===== src/rtl/seq_detect_1011_if.sv =====
// Bit-stream and status bundle for seq_detect_1011: the master drives Clear/En/D; the detector returns Z/State/Count.
// Combinational bundle only; no latency; no backpressure (En qualifies each bit).
// Count width follows COUNT_WIDTH and must match the detector's parameter.
interface seq_detect_1011_if #(
    parameter int COUNT_WIDTH = 8
);
    logic                   Clear;
    logic                   En;
    logic                   D;
    logic                   Z;
    logic [2:0]             State;
    logic [COUNT_WIDTH-1:0] Count;

    modport master (
        output Clear, En, D,
        input  Z, State, Count
    );

    modport slave (
        input  Clear, En, D,
        output Z, State, Count
    );
endinterface


===== src/rtl/seq_detect_1011.sv =====
// Serial 1011 detector with Moore match flag and saturating match counter; SEQ_DETECT_OVERLAP_EN selects overlapping detection.
// Latency: Z/Count update one Clock edge after the sampled bit completing 1011.
// Backpressure: none; En=0 freezes State and Count, D is ignored.
module seq_detect_1011 #(
    parameter int COUNT_WIDTH = 8
) (
    input  logic             Clock,
    input  logic             Reset,
    seq_detect_1011_if.slave bus
);

    typedef enum logic [2:0] {
        S_IDLE  = 3'd0,
        S_1     = 3'd1,
        S_10    = 3'd2,
        S_101   = 3'd3,
        S_MATCH = 3'd4
    } state_t;

    state_t                 state_q;
    state_t                 state_d;
    state_t                 state_adv;
    logic [COUNT_WIDTH-1:0] count_q;
    logic [COUNT_WIDTH-1:0] count_d;
    logic                   illegal;
    logic                   enter_match;

    // Next state assuming a valid bit is consumed this edge.
    always_comb begin
        state_adv = S_IDLE;
        illegal   = 1'b0;
        case (state_q)
            S_IDLE:  state_adv = bus.D ? S_1     : S_IDLE;
            S_1:     state_adv = bus.D ? S_1     : S_10;
            S_10:    state_adv = bus.D ? S_101   : S_IDLE;
            S_101:   state_adv = bus.D ? S_MATCH : S_10;
`ifdef SEQ_DETECT_OVERLAP_EN
            S_MATCH: state_adv = bus.D ? S_1     : S_10;
`else
            S_MATCH: state_adv = bus.D ? S_1     : S_IDLE;
`endif
            default: begin
                state_adv = S_IDLE;
                illegal   = 1'b1;
            end
        endcase
    end

    // Clear beats En; an illegal code recovers to idle even with En low.
    always_comb begin
        state_d     = state_q;
        count_d     = count_q;
        enter_match = 1'b0;
        if (bus.Clear) begin
            state_d = S_IDLE;
            count_d = '0;
        end else if (illegal) begin
            state_d = S_IDLE;
        end else if (bus.En) begin
            state_d     = state_adv;
            enter_match = (state_adv == S_MATCH) && (state_q != S_MATCH);
            if (enter_match && (count_q != {COUNT_WIDTH{1'b1}})) begin
                count_d = count_q + 1'b1;
            end
        end
    end

    always_ff @(posedge Clock) begin
        if (Reset) begin
            state_q <= S_IDLE;
            count_q <= '0;
        end else begin
            state_q <= state_d;
            count_q <= count_d;
        end
    end

    assign bus.Z     = (state_q == S_MATCH);
    assign bus.State = state_q;
    assign bus.Count = count_q;

endmodule


===== src/flat_wrapper.sv =====
// flat-port wrapper written by rule: the top's interface ports become plain ports
module seq_detect_1011_flat 
#(
    parameter int COUNT_WIDTH = 8
)
  (Clock, Reset, bus_Clear, bus_En, bus_D, bus_Z, bus_State, bus_Count);
  seq_detect_1011_if #(.COUNT_WIDTH(COUNT_WIDTH)) bus_i ();
  input  logic Clock;
  input  logic Reset;
  input wire logic [$bits(bus_i.Clear)-1:0] bus_Clear;
  input wire logic [$bits(bus_i.En)-1:0] bus_En;
  input wire logic [$bits(bus_i.D)-1:0] bus_D;
  output wire logic [$bits(bus_i.Z)-1:0] bus_Z;
  output wire logic [$bits(bus_i.State)-1:0] bus_State;
  output wire logic [$bits(bus_i.Count)-1:0] bus_Count;
  assign bus_i.Clear = bus_Clear;
  assign bus_i.En = bus_En;
  assign bus_i.D = bus_D;
  assign bus_Z = bus_i.Z;
  assign bus_State = bus_i.State;
  assign bus_Count = bus_i.Count;
  seq_detect_1011 #(.COUNT_WIDTH(COUNT_WIDTH)) u_core (.Clock(Clock), .Reset(Reset), .bus(bus_i));
endmodule

===== config.mk =====
export PLATFORM = sky130hd
export DESIGN_NAME = seq_detect_1011_flat
export DESIGN_NICKNAME = d
export VERILOG_FILES = /design/src/rtl/seq_detect_1011_if.sv /design/src/rtl/seq_detect_1011.sv /design/src/flat_wrapper.sv
export SDC_FILE = /design/constraint.sdc
export NUM_CORES = 1
export LEC_CHECK = 0
export ABC_AREA = 1
export CAP_MARGIN = 15
export CORE_MARGIN = 1.5
export CORE_UTILIZATION = 43
export CTS_BUF_LIST = sky130_fd_sc_hd__clkbuf_8
export DETAILED_ROUTE_END_ITERATION = 6
export PLACE_DENSITY = 0.73
export SLEW_MARGIN = 20
export SYNTH_ARGS = -nofsm -noshare
export SYNTH_HDL_FRONTEND = slang
export SYNTH_SLANG_ARGS = --single-unit

===== constraint.sdc =====
create_clock -name Clock -period 1.9 [get_ports Clock]
set_input_delay 0.38 -clock Clock [delete_from_list [all_inputs] [get_ports Clock]]
set_output_delay 0.38 -clock Clock [all_outputs]
set_load 0.005 [all_outputs]

Yosys cells after proc, flatten, opt, wreduce, memory -nomap -nowiden
Index checks and enable logic that the tools add are counted.
{"block": "word_totals", "output_inout_bits": 12, "in_bits": 5, "reg_bits": 11, "word_cells": 24}
{"block": "classes", "bitwise": 1, "add_sub_neg": 1, "n_mux": 5, "n_reduce_logical": 8, "eq_ne": 7}
{"cell": "3-bit one-hot mux with 4 select lines", "n": 1}
{"cell": "8-bit by 1-bit adder with 8-bit output (second input constant)", "n": 1}
{"cell": "8-bit inequality test (second input constant)", "n": 1}
{"cell": "3-bit by 2-bit equality test with 1-bit output (second input constant)", "n": 2}
{"cell": "3-bit equality test (second input constant)", "n": 2}
{"cell": "5-bit OR reduction", "n": 1}
{"cell": "2-bit 2-to-1 mux", "n": 2}
{"cell": "2-bit OR reduction", "n": 2}
{"cell": "3-bit by 1-bit equality test with 1-bit output (second input constant)", "n": 1}
{"cell": "3-bit zero test", "n": 1}
{"cell": "3-bit 2-to-1 mux", "n": 1}
{"cell": "3-bit inequality test (second input constant)", "n": 1}
{"cell": "3-bit AND reduction", "n": 1}
{"cell": "3-bit OR reduction", "n": 1}
{"cell": "1-bit logical AND", "n": 2}
{"cell": "1-bit 2-to-1 mux", "n": 1}
{"cell": "1-bit NOT", "n": 1}

Longest topological paths before layout
{"block": "logic_depth", "ltp_word": 7, "depth_mapped": 8, "depth_no_buf": 8}

Least setup slack after synthesis
No wires, ideal clock.
{"block": "synth_timing", "path_type": "register -> register", "start": "reg u_core.count_q[0] (netlist: u_core.bus.Count[0])", "end": "reg u_core.count_q[0] (netlist: u_core.bus.Count[0])", "arrival_time_ns": 1.170, "slack_ns": 0.614, "path_stages_with_launch": 9, "path_buffers": 0, "required_time_ns": 1.784, "synth_period_minus_slack_ns": 1.286, "setup_ns": 0.116, "path_cell_list": "dfxtp_1 ha_1 inv_1 nor2_2 nand2_2 nand2_4 inv_6 nor2_1 nor2_1"}
{"block": "synth_via", "elab_chain_len": 3}
{"item": "from (decl)", "line_no": "seq_detect_1011.sv:23", "rtl": "logic [COUNT_WIDTH-1:0] count_q;"}
{"item": "from (signal assigned)", "line_no": "seq_detect_1011.sv:74", "rtl": "count_q <= count_d;"}
{"item": "parallel branches: the longest is 3 deep, another holds 8-bit by 1-bit adder with 8-bit output"}
Several ways; the timed one is not identified.
A chain may end at the register's enable or synchronous reset.

Worst setup path in the final report
{"block": "layout_timing", "start": "reg u_core.state_q[0] (netlist: u_core.bus.State[0])", "end": "out bus_State[0]"}
{"item": "from (decl)", "line_no": "seq_detect_1011.sv:20", "rtl": "state_t state_q;"}
{"item": "from (signal assigned)", "line_no": "seq_detect_1011.sv:73", "rtl": "state_q <= state_d;"}
{"item": "to (decl)", "line_no": "flat_wrapper.sv:14", "rtl": "output wire logic [$bits(bus_i.State)-1:0] bus_State;"}
No word-level cell between the ends.

==> impl_metrics.ini <==
[global_routing]
grt_use_total_pct = 19.68
grt_max_degree = 10
grt_overflow = 0
grt_pass1_wl_um = 2104
grt_pass1_vias = 504
grt_antenna_before_repair = 0

[synthesis]
synth_top_family_by_area = simple AND/OR/NAND/NOR gates
synth-simple-area-share_pct = 38.02
ys_ff_latch = 11
synth_top_area_cell = dfxtp_1
synth_area_leaders = dfxtp_1 36%, nand2_1 18%, nor2_1 8.1%
synthesis.area_um2 = 605.6
yosysSeqAreaShare_pct = 36.36
synthXorXnorAreaFrac_pct = 5.785
yosys_warnings = 0
synth_cell_types = 20
postSynthAreaPerCell_um2 = 6.729
syn_inst = 90
synthMuxAreaShare_pct = 0
synth_top_area_share_pct = 36.36
synthAdderAreaFrac_pct = 2.066
synth_compound_area_share_pct = 11.36
syn-num-nets = 96

[power_and_ir_drop]
internal_power_mw = 0.3857
switchingPower_mw = 0.1010
swShare_pct = 20.75
combinationalPowerShare_pct = 4.7
power_frac_seq_pct = 47.9
fin_total_pwr_mw = 0.4867
peakVddDrop_uv = 320.2
leakagePower_nw = 0.3151
powerDensity_nw_per_um2 = 584.9
p_clk_share_pct = 47.4

[floorplan]
die_area_um2 = 1642
fp.coreArea_um2 = 1301
ios = 17
num_rows = 13
start_util_pct = 46.54
die_w_um = 40.53
die_h_um = 40.53

[layout]
area_delta_synth_final_pct = 37.40
layout_commonest_cell = nand2_1
antennaDiodeCount = 0
drive_above_1_share_pct = 10.00
fin_nets = 117
final_area_um2 = 832.0
fillCellCount = 124
final_cell_mix = 29 x nand2_1, 15 x clkdlybuf4s50_1, 13 x nor2_1

[clock_network]
clock_path_buffers = 2
cts_sinks = 11
clkLatencyLatePin_ns = 0.24
cts_tree = yes
ctsHoldBuffers = 0
cts_made_buffers = 3
cts.htree.levels = 1
cts_setup_buffers = 0
root_buffer = clkbuf_8
cts.clk_slew.worst_paths_ns = 0.05

[sta]
worst_pin_slew_ns = 0.2739
fin_crit_sh_pct = 83.83
fin_skew_ns = 0.003311
slew_headroom_pct = 81.62
min_period_ns = 1.593
hold_viol = 0
tns_ns = 0
rsz0062_at_grt = false
final_max_slew_viol_count = 0
setup_violations = 0
fmax_mhz = 627.8

[routing]
highest_layer = met3
drc_errors = 0
drt_iter0_drc = 19
dr_wl_met2_um = 638
routed_wl_um = 1378
wl_met3_um = 60
wl_met1_um = 680
ant_nets = 0
via_per_inst = 4.976
vias = 622
drt-wirelength-per-cell_um = 11.02
dr.pass1.iters = 4

[place]
dp_hpwl_um = 1018
gp_congestion = 0.7685
port_buffers = 16
placed_cell_area_um2 = 784.5

[setup_path]
cp_max_fo = 6
path_cells = clkdlybuf4s50_1
crit_family = buffers and inverters
r2r-start = u_core.bus.Count[0]
critPathLaunch = u_core.bus.State[0]
crit_path_start_kind = register
path_class = register to primary output
cp.required_ns = 1.52
cpPeakStageDelay_ns = 0.56
cp.arrival_ns = 1.21
cp-end-kind = primary output
cp.buffers_inverters = 1
cpMaxStageDelayCell = clkdlybuf4s50_1

[status]
outcome = complete, no violations

[min_path]
hold_start = u_core.bus.Count[6]
holdCritPathClass = register to register

[job]
max_cap_violations = 0
==> through the flow <==
step,instances,setup WS (ns),hold slack (ns),utilization (%)
floorplan,90,0.6141,0.4976,-
global placement,121,0.3008,0.5148,60.29
detailed placement,121,0.2872,0.5106,60.29
CTS,125,0.02863,0.5217,63.75
global route,125,0.2518,0.5591,63.94
finish,125,0.3072,0.5209,63.94
==> area by class of cell <==
class	instances	area (um2)	area share, %
well taps	15	18.77	2.256
inverters	9	38.79	4.662
flip-flops and latches	11	220.2	26.47
clock buffers	3	41.29	4.962
clock inverters	1	3.754	0.4511
multi-input cells	70	346.6	41.65
repair buffers	16	162.7	19.55
==> cells in the mapped netlist <==
cell type	n
or2_1	1
nor2_4	1
nand3_1	3
dfxtp_1	11
inv_6	1
nand2_2	1
xor2_1	4
nand2_1	29
nor2_2	1
inv_1	7
a21oi_1	9
o21ai_1	1
o21ai_0	2
ha_1	1
inv_2	1
a21oi_2	1
nor2_1	13
nand4_1	1
nand2_4	1
nand3_2	1
==> state kept, by name, summed over array words and instances, names as in the netlist <==
signal / count
u_core.bus.State: 3
u_core.bus.Count: 8
==> routing by layer <==
metal	track usage, %	vias to the layer above
li1	-	325
met1	26.73	275
met2	28.17	22
met3	5.000	0
met4	10.00	0
met5	0	-
==> what timing repair did <==
item / in CTS / in global routing
endpoints found under the setup margin: 0 / 1
hold endpoints to repair: 0 / 0
resized for setup: 0 / 1
==> power by group through the flow <==
stage / Combinational [mW] / Sequential, mW / Clock [mW]
final: 0.0230 / 0.233 / 0.231
after global routing: 0.0250 / 0.233 / 0.251
after floorplan: 0.00983 / 0.238 / 0
after CTS: 0.0231 / 0.233 / 0.235
after global placement: 0.0226 / 0.238 / 0
after detailed placement: 0.0230 / 0.238 / 0
==> worst reg2reg max path, cell delays in order, from the launching register on <==
cell and delay (ns):
dfxtp_1 0.41, ha_1 0.27, inv_1 0.07, nor2_2 0.15, nand2_2 0.09, nand2_4 0.13
inv_6 0.06, nor2_1 0.10, nor2_1 0.05
==> cell families (layout without fill, tap and decap cells) <==
group	after synthesis	count (layout)
simple gates	52	52
compound gates	13	13
flops	11	11
buf+inv	9	29
xor+xnor	4	4
fa+ha+maj	1	1
==> final timing paths <==
path                         endpoint  slack, ns  depth (start not counted)
setup / recovery         bus_State[0]       0.31                          1
hold / removal    u_core.bus.Count[6]       0.52                          2
setup reg to reg  u_core.bus.Count[1]       0.46                          8
hold reg to reg   u_core.bus.Count[6]       0.52                          2
(Power assumes the default switching activity.)
